<file path="src/rtl/grid_renderer.sv">
// Draws the 3x3 tic-tac-toe board as filled squares on the VGA plot interface,
// fetching each cell through a one-cycle-latency read port and outlining the cursor cell.
module grid_renderer #(
    parameter int unsigned CELL_W   = 16,
    parameter int unsigned GAP      = 2,
    parameter int unsigned ORIGIN_X = 56,
    parameter int unsigned ORIGIN_Y = 36,
    parameter logic [2:0]  C_EMPTY  = 3'b111,
    parameter logic [2:0]  C_P1     = 3'b100,
    parameter logic [2:0]  C_P2     = 3'b001,
    parameter logic [2:0]  C_CURSOR = 3'b010
) (
    input  logic       clk,
    input  logic       reset,
    input  logic       start,
    input  logic [3:0] cursor,
    output logic [3:0] rd_addr,
    input  logic [1:0] rd_data,
    output logic [7:0] x,
    output logic [6:0] y,
    output logic [2:0] colour,
    output logic       plot,
    output logic       busy,
    output logic       done
);

    localparam int unsigned PW    = (CELL_W > 1) ? $clog2(CELL_W) : 1;
    localparam int unsigned PITCH = CELL_W + GAP;
    localparam logic [PW-1:0] PX_MAX = PW'(CELL_W - 1);

    typedef enum logic [2:0] {S_IDLE, S_FETCH, S_WAIT, S_DRAW, S_DONE} state_t;

    state_t        r_state, w_state_nxt;
    logic [3:0]    r_idx, w_idx_nxt;
    logic [3:0]    r_cur, w_cur_nxt;
    logic [1:0]    r_val, w_val_nxt;
    logic [PW-1:0] r_px, w_px_nxt;
    logic [PW-1:0] r_py, w_py_nxt;
    logic          r_pend, w_pend_nxt;
    logic [1:0]    w_col, w_row;
    logic          w_border;
    logic [7:0]    w_x_nxt;
    logic [6:0]    w_y_nxt;
    logic [2:0]    w_colour_nxt;

    // Next-state and datapath updates
    always_comb begin
        w_state_nxt = r_state;
        w_idx_nxt   = r_idx;
        w_cur_nxt   = r_cur;
        w_val_nxt   = r_val;
        w_px_nxt    = r_px;
        w_py_nxt    = r_py;
        w_pend_nxt  = r_pend;

        if (start && (r_state != S_IDLE) && (r_state != S_DONE)) begin
            w_pend_nxt = 1'b1;
        end

        case (r_state)
            S_IDLE: begin
                if (start) begin
                    w_cur_nxt   = cursor;
                    w_idx_nxt   = 4'd0;
                    w_state_nxt = S_FETCH;
                end
            end
            S_FETCH: w_state_nxt = S_WAIT;
            S_WAIT: begin
                w_val_nxt   = rd_data;
                w_px_nxt    = '0;
                w_py_nxt    = '0;
                w_state_nxt = S_DRAW;
            end
            S_DRAW: begin
                if (r_px == PX_MAX) begin
                    w_px_nxt = '0;
                    if (r_py == PX_MAX) begin
                        if (r_idx == 4'd8) begin
                            w_state_nxt = S_DONE;
                        end else begin
                            w_idx_nxt   = r_idx + 4'd1;
                            w_state_nxt = S_FETCH;
                        end
                    end else begin
                        w_py_nxt = r_py + PW'(1);
                    end
                end else begin
                    w_px_nxt = r_px + PW'(1);
                end
            end
            S_DONE: begin
                // A request seen during the frame (or right now) restarts without idling
                if (r_pend || start) begin
                    w_pend_nxt  = 1'b0;
                    w_cur_nxt   = cursor;
                    w_idx_nxt   = 4'd0;
                    w_state_nxt = S_FETCH;
                end else begin
                    w_state_nxt = S_IDLE;
                end
            end
            default: w_state_nxt = S_IDLE;
        endcase
    end

    // Pixel position and colour for the upcoming cycle
    always_comb begin
        w_col = 2'd0;
        w_row = 2'd0;
        case (w_idx_nxt)
            4'd1: begin w_col = 2'd1; w_row = 2'd0; end
            4'd2: begin w_col = 2'd2; w_row = 2'd0; end
            4'd3: begin w_col = 2'd0; w_row = 2'd1; end
            4'd4: begin w_col = 2'd1; w_row = 2'd1; end
            4'd5: begin w_col = 2'd2; w_row = 2'd1; end
            4'd6: begin w_col = 2'd0; w_row = 2'd2; end
            4'd7: begin w_col = 2'd1; w_row = 2'd2; end
            4'd8: begin w_col = 2'd2; w_row = 2'd2; end
            default: begin w_col = 2'd0; w_row = 2'd0; end
        endcase
        w_x_nxt = 8'(ORIGIN_X) + 8'(w_col) * 8'(PITCH) + 8'(w_px_nxt);
        w_y_nxt = 7'(ORIGIN_Y) + 7'(w_row) * 7'(PITCH) + 7'(w_py_nxt);
        w_border = (w_px_nxt == '0) || (w_px_nxt == PX_MAX) ||
                   (w_py_nxt == '0) || (w_py_nxt == PX_MAX);
        if ((w_idx_nxt == w_cur_nxt) && w_border) begin
            w_colour_nxt = C_CURSOR;
        end else begin
            case (w_val_nxt)
                2'd1:    w_colour_nxt = C_P1;
                2'd2:    w_colour_nxt = C_P2;
                default: w_colour_nxt = C_EMPTY;
            endcase
        end
    end

    always_ff @(posedge clk or posedge reset) begin
        if (reset) begin
            r_state <= S_IDLE;
            r_idx   <= 4'd0;
            r_cur   <= 4'd0;
            r_val   <= 2'd0;
            r_px    <= '0;
            r_py    <= '0;
            r_pend  <= 1'b0;
            rd_addr <= 4'd0;
            x       <= 8'd0;
            y       <= 7'd0;
            colour  <= 3'd0;
            plot    <= 1'b0;
            busy    <= 1'b0;
            done    <= 1'b0;
        end else begin
            r_state <= w_state_nxt;
            r_idx   <= w_idx_nxt;
            r_cur   <= w_cur_nxt;
            r_val   <= w_val_nxt;
            r_px    <= w_px_nxt;
            r_py    <= w_py_nxt;
            r_pend  <= w_pend_nxt;
            plot    <= (w_state_nxt == S_DRAW);
            busy    <= (w_state_nxt != S_IDLE);
            done    <= (w_state_nxt == S_DONE);
            if (w_state_nxt == S_FETCH) begin
                rd_addr <= w_idx_nxt;
            end
            if (w_state_nxt == S_DRAW) begin
                x      <= w_x_nxt;
                y      <= w_y_nxt;
                colour <= w_colour_nxt;
            end
        end
    end

endmodule

</file>
<file path="config.mk">
export PLATFORM = sky130hd
export DESIGN_NAME = grid_renderer
export DESIGN_NICKNAME = d
export VERILOG_FILES = /design/src/rtl/grid_renderer.sv
export SDC_FILE = /design/constraint.sdc
export NUM_CORES = 1
export LEC_CHECK = 0
export CAP_MARGIN = 20
export CORE_UTILIZATION = 54
export DETAILED_ROUTE_END_ITERATION = 7
export PLACE_DENSITY_LB_ADDON = 0.08
export SLEW_MARGIN = 20
export SYNTH_ARGS = -nofsm -noshare
export SYNTH_HDL_FRONTEND = slang
export SYNTH_SLANG_ARGS = --single-unit
</file>
<file path="constraint.sdc">
create_clock -name clk -period 4.4 [get_ports clk]
set_input_delay 0.66 -clock clk [delete_from_list [all_inputs] [get_ports clk]]
set_output_delay 0.66 -clock clk [all_outputs]
set_load 0.05 [all_outputs]
</file>
# Word-level counts from Yosys, hierarchy flattened
# Memories as Yosys holds them, arrays and structs flattened.
# Index checks and enable logic that the tools add are counted.
dict set report word_totals {
  ff_bits 47
  inputBits 9
  mem_bits_ro 64
  wordCells 78
  out_inout_bits 25
  memories 1
}
dict set report op_classes {
  multipliers 2
  add_sub_neg 7
  muxes 26
  n_eq_ne 16
  reduce_logical 12
}
# memory words word_bits read_ports rd_clocked_by_memory_dff wr line_no
set memory_table {}
lappend memory_table {{(name not given)} 16 4 1 0 0 111} ;# case (w_idx_nxt)
# op count
set op_table {}
lappend op_table {{two-way mux 4 bit} 10}
lappend op_table {{one-hot mux 4 bit (2 select lines)} 3}
lappend op_table {{equality test 4 bit (second input constant)} 5}
lappend op_table {{two-way mux 3 bit} 5}
lappend op_table {{one-hot mux 3 bit (5 select lines)} 1}
lappend op_table {{adder 4 x 1 -> 4 bit (second input constant)} 3}
lappend op_table {{multiplier 2 x 4 -> 6 bit (second input constant)} 2}
lappend op_table {{one-hot mux 4 bit (3 select lines)} 1}
lappend op_table {{equality test 3 x 2 -> 1 bit (second input constant)} 3}
lappend op_table {{adder 6 x 7 -> 8 bit (first input constant)} 1}
lappend op_table {{adder 8 x 4 -> 8 bit} 1}
lappend op_table {{zero test 4 bit} 2}
lappend op_table {{adder 6 x 7 -> 7 bit (first input constant)} 1}
lappend op_table {{adder 7 x 4 -> 7 bit} 1}
lappend op_table {{equality test 3 x 1 -> 1 bit (second input constant)} 2}
lappend op_table {{equality test 3 bit (second input constant)} 2}
lappend op_table {{one-hot mux 3 bit (2 select lines)} 1}
lappend op_table {{nonzero test 3 bit} 2}
lappend op_table {{equality test 4 bit} 1}
lappend op_table {{logical OR 1 bit} 4}
lappend op_table {{two-way mux 1 bit} 4}
lappend op_table {{logical AND 1 bit} 3}
lappend op_table {{zero test 3 bit} 1}
lappend op_table {{inequality test 3 bit (second input constant)} 1}
lappend op_table {{other kinds (3)} 3}

# Longest topological paths before layout
# Gate-level depths: netlist (run 1).
dict set report logic_depth {
  word_depth 9
  mapped_depth 18
  depth_no_buf 18
}

# Least setup slack after synthesis (run 1)
# No wires, ideal clock.
dict set report synth_timing {
  kind {register -> register}
  startpoint {reg r_px[0]}
  endpoint {reg x[6]}
  path_stages_with_launch 19
  n_path_buf 1
  required_ns 4.269
  arrival_time_ns 3.513
  period_less_slack_ns 3.644
  path_slack_ns 0.756
  setup_ns 0.131
  path_cell_list {dfrtp_1 -> ha_1 -> and3_1 -> buf_2 -> nand4_1 -> mux2_2 -> inv_1 -> ha_1 -> inv_1 -> a31oi_1 -> a31oi_2 -> mux2i_4 -> ha_1 -> ha_1 -> fa_1 -> a21o_1 -> a21oi_1 -> xor2_1 -> o21ai_1}
}
dict set report synth_via {
  elab_chain_len 7
  elab_cells_between_ends 13
  cone_classes {add/sub: 3; mul: 1; eq/ne: 2; mux: 6; memory: 1}
}
# element line_no
set synth_lines {}
lappend synth_lines {{start: declaration} 37} ;# logic [PW-1:0] r_px, w_px_nxt;
lappend synth_lines {{start signal: assignment} 158} ;# r_px <= w_px_nxt;
lappend synth_lines {{equality test 4 bit} 76} ;# if (r_px == PX_MAX) begin
lappend synth_lines {{two-way mux 4 bit} 76}
lappend synth_lines {{one-hot mux 4 bit (3 select lines)} 60} ;# case (r_state)
lappend synth_lines {{memory read (16 x 4 bit)} --}
lappend synth_lines {{multiplier 2 x 4 -> 6 bit} 122} ;# w_x_nxt = 8'(ORIGIN_X) + 8'(w_col) * 8'(PITCH) + 8'(w_px_nxt);
lappend synth_lines {{adder 6 x 7 -> 8 bit} 122}
lappend synth_lines {{adder 8 x 4 -> 8 bit} 122}
lappend synth_lines {{end signal: assignment} 168} ;# x <= w_x_nxt;
lappend synth_lines {{end: declaration} 19} ;# output logic [7:0] x,
# Parallel ways exist; a longest one is shown, timed or not.
# A chain may end at the register's enable or synchronous reset.

# Final worst setup path (run 1)
dict set report layout_timing {
  startpoint {in start}
  endpoint {reg x[6]}
}
dict set report layout_via {
  elab_chain_len 7
  elab_cells_between_ends 12
  cone_classes {add/sub: 2; mul: 1; eq/ne: 1; mux: 6; reduce/logical: 1; memory: 1}
}
# element line_no
set layout_lines {}
lappend layout_lines {{start: declaration} 15} ;# input logic start,
lappend layout_lines {{logical OR 1 bit} 94} ;# if (r_pend || start) begin
lappend layout_lines {{two-way mux 4 bit} 94}
lappend layout_lines {{one-hot mux 4 bit (3 select lines)} 60}
lappend layout_lines {{memory read (16 x 4 bit)} --}
lappend layout_lines {{multiplier 2 x 4 -> 6 bit} 122}
lappend layout_lines {{adder 6 x 7 -> 8 bit} 122}
lappend layout_lines {{adder 8 x 4 -> 8 bit} 122}
# Parallel ways exist; a longest one is shown, timed or not.

==> metrics.md, run 1 <==
| Metric | Value |
|---|---|
| Ports | 34 |
| Netlist cell types | 51 |
| H-tree levels | 2 |
| Clock Skews | 6.61 ps |
| Starting DRT DRC Count | 103 |
| Syn Nets | 293 |
| M1 WL | 2.66 mm |
| Worst hold path class | register to register |
| Maxcap violations | 0 |
| Relative slew slack | 46.3% |
| Clock sinks | 47 |
| DPL Wire Length | 3.83 mm |
| Area Overhead vs Synth | 18.0% |
| Avg Vias per Cell | 5.48 |
| WS Path Type | input pin to register |
| DIE HEIGHT | 71.9 um |
| Commonest register cell after synthesis | dfrtp_1 |
| Layout cells sized above 1 | 10.5% |
| Synth warn | 0 |
| PortBufs | 33 |
| Clk_lat worst skew | 300 ps |
| Final hold viol count | 0 |
| Hold-fix buffers, CTS | 0 |
| Cell Chain, Critical Path | clkdlybuf4s50_1 > a21oi_1 > o21ai_0 > mux2_2 > inv_1 > ha_1 > inv_1 > a31oi_1 > a31oi_2 > mux2i_4 > ha_1 > ha_1 > fa_1 > a21o_1 > a21oi_1 > xor2_1 > o21ai_1 |
| Clk pin slew, worst setup/hold paths | 80 ps |
| Final min period | 4050 ps |
| Core area | 4720 um^2 |
| Final period util | 92.1% |
| Post-CTS Resized | 0 |
| All-Layer GR Usage | 23.3% |
| Post-synthesis cell area | 2640 um^2 |
| Slowest cell on crit path | clkdlybuf4s50_1 |
| Grt ovf | 0 |
| Starting Density | 55.8% |
| Synth Register Bits | 47 |
| Worst path arrival time | 4240 ps |
| Clk root buf | clkbuf_8 |
| Peak supply drop | 0.185 mV |
| Final Power | 0.758 mW |
| Reg2reg setup slack | 450 ps |
| Met2 wire length | 2.49 mm |
| Final Routed Wirelength | 5.50 mm |
| Most frequent cells in the layout | dfrtp_1 (47), clkdlybuf4s50_1 (33), nand2_1 (32) |
| Outcome | complete, no violations |
| Leakage | 1.40 nW |
| Area of the die | 5170 um^2 |
| Routed wire per std cell | 15.2 um |
| Worst slew pin tran | 805 ps |
| Crit-path max cell delay | 420 ps |
| Synth async-reset ratio | 100% |
| Final setup vio count | 0 |
| Setup TNS | 0 ps |
| Fmax | 247 MHz |
| Remaining antenna violation count after routing | 0 |
| CP dominant cell by count | ha_1 |
| Die width | 71.9 um |
| Sequential fraction of the synthesis area | 44.6% |
| Antenna diodes | 0 |
| CP bufs+invs | 3 |
| Crit path required time | 4580 ps |
| Met3 WL | 209 um |
| Vias in the first global route | 1937 |
| CTS tree | built |
| Global-route wire length before repair | 9.14 mm |
| Post-CTS setup buffer count | 0 |
| # rows | 25 |
| Crit path max-delay family | compound AO/OA/AOI/OAI gates |
| Power per cell area | 243 nW/um^2 |
| Mapped Avg Cell Area | 10.0 um^2 |
| Drt drc | 0 |
| GPL Wtd Cong | 0.819 |
| Largest net degree at the start of global routing | 48 |
| Max-slew violation count | 0 |
| Worst setup SP type | input pin |
| Nets | 325 |
| Post-Synthesis Cells | 263 |
| Initial antenna violation count | 0 |
| CP Capture Type | register |
| Largest fanout on the critical path | 6 |
| Max layer used | met4 |
| Number of synthesized flops with an enable pin | 0 |
| DR vias | 1990 |
| RSZ-0062 raised after global routing | false |
| Drt first pass iters | 4 |
| CTS Buf Count | 5 |
| CTS Buffer Depth | 2 |
| Most common cell after layout, fill and taps aside | dfrtp_1 |
## worst paths after layout
kind | startpoint | endpoint | cells after the start
max in group asynchronous | reset | r_state[1]$_DFF_PP0_ | 2
max reg2reg | r_state[0]$_DFF_PP0_ | x[6]$_DFFE_PP0P_ | 16
min | x[0]$_DFFE_PP0P_ | x[0]$_DFFE_PP0P_ | 1
min in group asynchronous | reset | rd_addr[3]$_DFFE_PP0N_ | 2
max | start | x[6]$_DFFE_PP0P_ | 17
min reg2reg | x[0]$_DFFE_PP0P_ | x[0]$_DFFE_PP0P_ | 1
## cell families (layout without fill, tap and decap cells)
logic type / count (synthesis) / after routing / synth area share [%]
simple gates: 87 / 87 / 17.0
compound gates: 53 / 53 / 13.6
flops: 47 / 47 / 44.6
buf+inv: 32 / 65 / 5.08
fa+ha+maj: 21 / 21 / 10.5
mux: 15 / 15 / 6.59
xor+xnor: 8 / 8 / 2.66
## cells in the mapped netlist, types with 2 or more instances
cell type,count,area (um^2)
nand2b_1,2,12.5
o21ai_1,5,25.0
o21ai_0,11,55.1
nor2b_1,3,18.8
a21o_1,5,37.5
mux2_2,9,101
nand3b_1,3,22.5
nand3_2,2,20.0
nor2_1,13,48.8
inv_1,21,78.8
or3_1,2,12.5
inv_2,2,7.51
o211ai_1,3,22.5
buf_1,2,7.51
nand2_1,32,120
a22o_1,4,35.0
dfrtp_1,47,1180
and3_1,5,31.3
fa_1,2,40.0
a21oi_1,10,50.1
nor4_1,2,12.5
mux2i_1,5,50.1
nor3_1,5,25.0
a31oi_1,2,12.5
buf_2,5,25.0
xnor2_1,7,61.3
nand3_1,5,25.0
ha_1,19,238
nand4_1,6,37.5
o31ai_1,3,22.5
## report_power, final
| group | total [mW] | leakage (nW) | switching [mW] | internal, mW |
|---|---|---|---|---|
| Sequential | 0.438 | 0.515 | 0.00192 | 0.436 |
| Clock | 0.283 | 0.0515 | 0.140 | 0.144 |
| Combinational | 0.0363 | 0.837 | 0.0221 | 0.0141 |
## state kept, by name, indices dropped and copies added (netlist names), 4 cells and up
register and cells:
rd_addr 4, r_py 4, x 8, y 7, r_px 4, r_cur 4, r_idx 4
## cell type report
class	instances	area, um^2
inverters	23	87.6
repair buffers	34	338
fillers	389	1610
multi-input cells	184	1330
clock buffers	8	100
well taps	67	83.8
flip-flops and latches	47	1180
## worst register-to-register path, delay by kind of cell (launching register included)
kind            cells  cell delay [ps]
mux                 2              610
fa+ha+maj           4             1040
xor+xnor            1              180
buf+inv             2              140
compound gates      5              680
simple gates        2              600
flops               1              590
## routing by layer
metal,global-route usage [%],vias to the layer above
met5,0,-
li1,-,978
met1,32.6,965
met2,35.3,38
met3,4.50,9
met4,10.2,0
## metrics by stage
step	instance area, um^2	cells	util, %	hold WS (ps)	setup WS [ps]
final	3110	363	65.9	478	347
after global routing	3110	363	65.9	504	157
after CTS	3110	363	65.9	485	374
after detailed placement	3010	355	63.8	462	58.2
after global placement	3010	355	63.8	460	125
after floorplan	2640	263	-	473	756
Power figures use the tool's default switching activity.
==> inputs of run 2 (changes only) <==
- CORE_ASPECT_RATIO: unset -> 1.25
- CORE_UTILIZATION: 54 -> 55
==> metrics.md, run 2 (synthesis gave the netlist of run 1 again) <==
| Metric | Value |
|---|---|
| Max layer used | met4 |
| Worst slew pin tran | 786 ps (-19.4 ps) |
| Largest net degree at the start of global routing | 48 (unchanged) |
| Hold-fix buffers, CTS | 0 (unchanged) |
| Area of the multi-input gates | 1330 um^2 (unchanged) |
| Final Power | 0.730 mW (-3.6%) |
| Worst setup SP type | register |
| Antenna diodes | 0 (unchanged) |
| Final Routed Wirelength | 5.38 mm (-2.3%) |
| Worst path arrival time | 4110 ps (-130 ps) |
| Starting DRT DRC Count | 158 (+53%) |
| Most common cell after layout, fill and taps aside | dfrtp_1 |
| Setup ws final | 482 ps (+135 ps) |
| Final setup vio count | 0 (unchanged) |
| Die width | 63.9 um (-11%) |
| Pre-CTS WS | 280 ps (+222 ps) |
| Layout cells sized above 1 | 11.1% (+0.60 points) |
| Area of the die | 5080 um^2 (-1.7%) |
| RSZ-0062 raised after global routing | false |
| Clock sinks | 47 (unchanged) |
| Drt drc | 0 (unchanged) |
| Routed wire per std cell | 15.1 um (-0.37%) |
| DIE HEIGHT | 79.4 um (+10%) |
| Most flop-heavy register | x |
| Max-slew violation count | 0 (unchanged) |
| Clock Skews | 10.3 ps (+3.68 ps) |
| Seq. cell area | 1180 um^2 (unchanged) |
| Crit path required time | 4590 ps (about the same) |
| Design Area, Final | 3100 um^2 (-0.36%) |
| Relative slew slack | 47.6% (+1.3 points) |
| DR vias | 2017 (+1.4%) |
| Largest fanout on the critical path | 12 (+6) |
| Clk root buf | clkbuf_8 |
| Final period util | 89.0% (-3.1 points) |
| Drt first pass iters | 4 (unchanged) |
| Largest register FFs | 8 (unchanged) |
| WS Path Type | register to register |
| Post-CTS setup buffer count | 0 (unchanged) |
| Outcome | complete, no violations |
| Met3 WL | 191 um (-8.6%) |
| H-tree levels | 2 (unchanged) |
| Avg Vias per Cell | 5.67 (+3.3%) |
| FILL cells | 352 (-9.5%) |
| Final Hold Slack | 478 ps (+0.442 ps) |
| Post-Place Cells | 348 (-2.0%) |
| # rows | 27 (+8.0%) |
| Fmax | 255 MHz (+3.4%) |
| CTS Buffer Depth | 2 (unchanged) |
| Worst hold path class | register to register |
| Maxcap violations | 0 (unchanged) |
| Clock power frac | 35.0% (-2.4 points) |
| M1 WL | 2.41 mm (-9.6%) |
| Post-Layout Cell Count | 356 (-1.9%) |
| Flop pwr share | 60.0% (+2.2 points) |
| Vias in the first global route | 2046 (+5.6%) |
| Setup TNS | 0 ps (unchanged) |
| Starting Density | 58.7% (+2.9 points) |
| DPL Wire Length | 3.94 mm (+2.7%) |
| Clk_lat worst skew | 300 ps (about the same) |
| CTS Buf Count | 5 (unchanged) |
| Area Overhead vs Synth | 17.6% |
| Final hold viol count | 0 (unchanged) |
| Area post-placement | 3020 um^2 (+0.12%) |
| Most frequent cells in the layout | dfrtp_1 (47), clkdlybuf4s50_1 (33), nand2_1 (32) |
| Core area | 4490 um^2 (-4.9%) |
| Switch share | 23.0% (+1.4 points) |
| GPL Wtd Cong | 0.878 (+7.2%) |
| Ports | 34 (unchanged) |
| Grt ovf | 0 (unchanged) |
| Final min period | 3920 ps (-135 ps) |
| CTS tree | built |
| Leakage | 1.40 nW (about the same) |
| Peak supply drop | 0.199 mV (+7.3%) |
| Post-CTS Resized | 0 (unchanged) |
| Fin util | 69.0% (+3.1 points) |
| Initial antenna violation count | 0 (unchanged) |
| Nets | 327 (+0.62%) |
| PortBufs | 33 (unchanged) |
| CP Capture Type | register |
| Clk pin slew, worst setup/hold paths | 90 ps (about the same) |
| Remaining antenna violation count after routing | 0 (unchanged) |
| Power per cell area | 236 nW/um^2 (-3.2%) |
| Global-route wire length before repair | 9.47 mm (+3.6%) |
| All-Layer GR Usage | 24.5% (+1.2 points) |
| Comb power frac | 5.0% (+0.2 points) |
| P_sw | 0.168 mW (+2.8%) |
| Met2 wire length | 2.66 mm (+6.6%) |
| Biggest regs | x x8, y x7 |
| Power Internal | 0.562 mW (-5.3%) |
[run 2: cell count changes in the layout (fill, tap and decap cells not counted), sizes merged]
| cell | change |
|---|---|
| buf | +2 |
| clkbuf | -2 |
| clkinv | +1 |
| clkinvlp | +1 |
[run 2: final timing paths]
path,start,end,slack [ps],cells past startpoint
max in group asynchronous,reset,r_state[0]$_DFF_PP0_,3130,2
min in group asynchronous,reset,r_py[0]$_DFF_PP0_,800,2
setup / recovery,r_state[0]$_DFF_PP0_,x[6]$_DFFE_PP0P_,480,16
hold reg to reg,x[3]$_DFFE_PP0P_,x[3]$_DFFE_PP0P_,480,2
setup reg to reg,r_state[0]$_DFF_PP0_,x[6]$_DFFE_PP0P_,480,16
hold / removal,x[3]$_DFFE_PP0P_,x[3]$_DFFE_PP0P_,480,2
[run 2: critical path, cell delays in order, from the launching register on]
cell     delay, ps
dfrtp_1        590
and3b_1        400
nand4_1        190
mux2_2         370
inv_1          100
ha_1           140
inv_1           30
a31oi_1        160
a31oi_2         70
mux2i_4        230
ha_1           280
ha_1           220
fa_1           410
a21o_1         190
a21oi_1        180
xor2_1         170
o21ai_1         70
[run 2: area by class of cell]
| type | instances | area share, % |
|---|---|---|
| Multi-Input combinational cell | 184 | 42.8 |
| Sequential cell | 47 | 37.9 |
| Timing Repair Buffer | 36 | 11.4 |
| Inverter | 23 | 2.82 |
| Clock buffer | 6 | 2.34 |
| Tap cell | 58 | 2.34 |
| Clock inverter | 2 | 0.403 |
[run 2: power by group through the flow]
| stage | registers (mW) | clock network, mW | logic, mW |
|---|---|---|---|
| final | 0.438 | 0.256 | 0.0368 |
| after global routing | 0.439 | 0.277 | 0.0411 |
| after CTS | 0.438 | 0.261 | 0.0379 |
| after detailed placement | 0.447 | 0 | 0.0378 |
| after global placement | 0.447 | 0 | 0.0369 |
| after floorplan | 0.453 | 0 | 0.0145 |
[run 2: layer usage]
| metal | vias to the layer above | GRT usage, % |
|---|---|---|
| li1 | 992 | - |
| met3 | 12 | 4.29 |
| met4 | 0 | 9.77 |
| met1 | 969 | 29.8 |
| met2 | 44 | 42.6 |
| met5 | - | 0 |
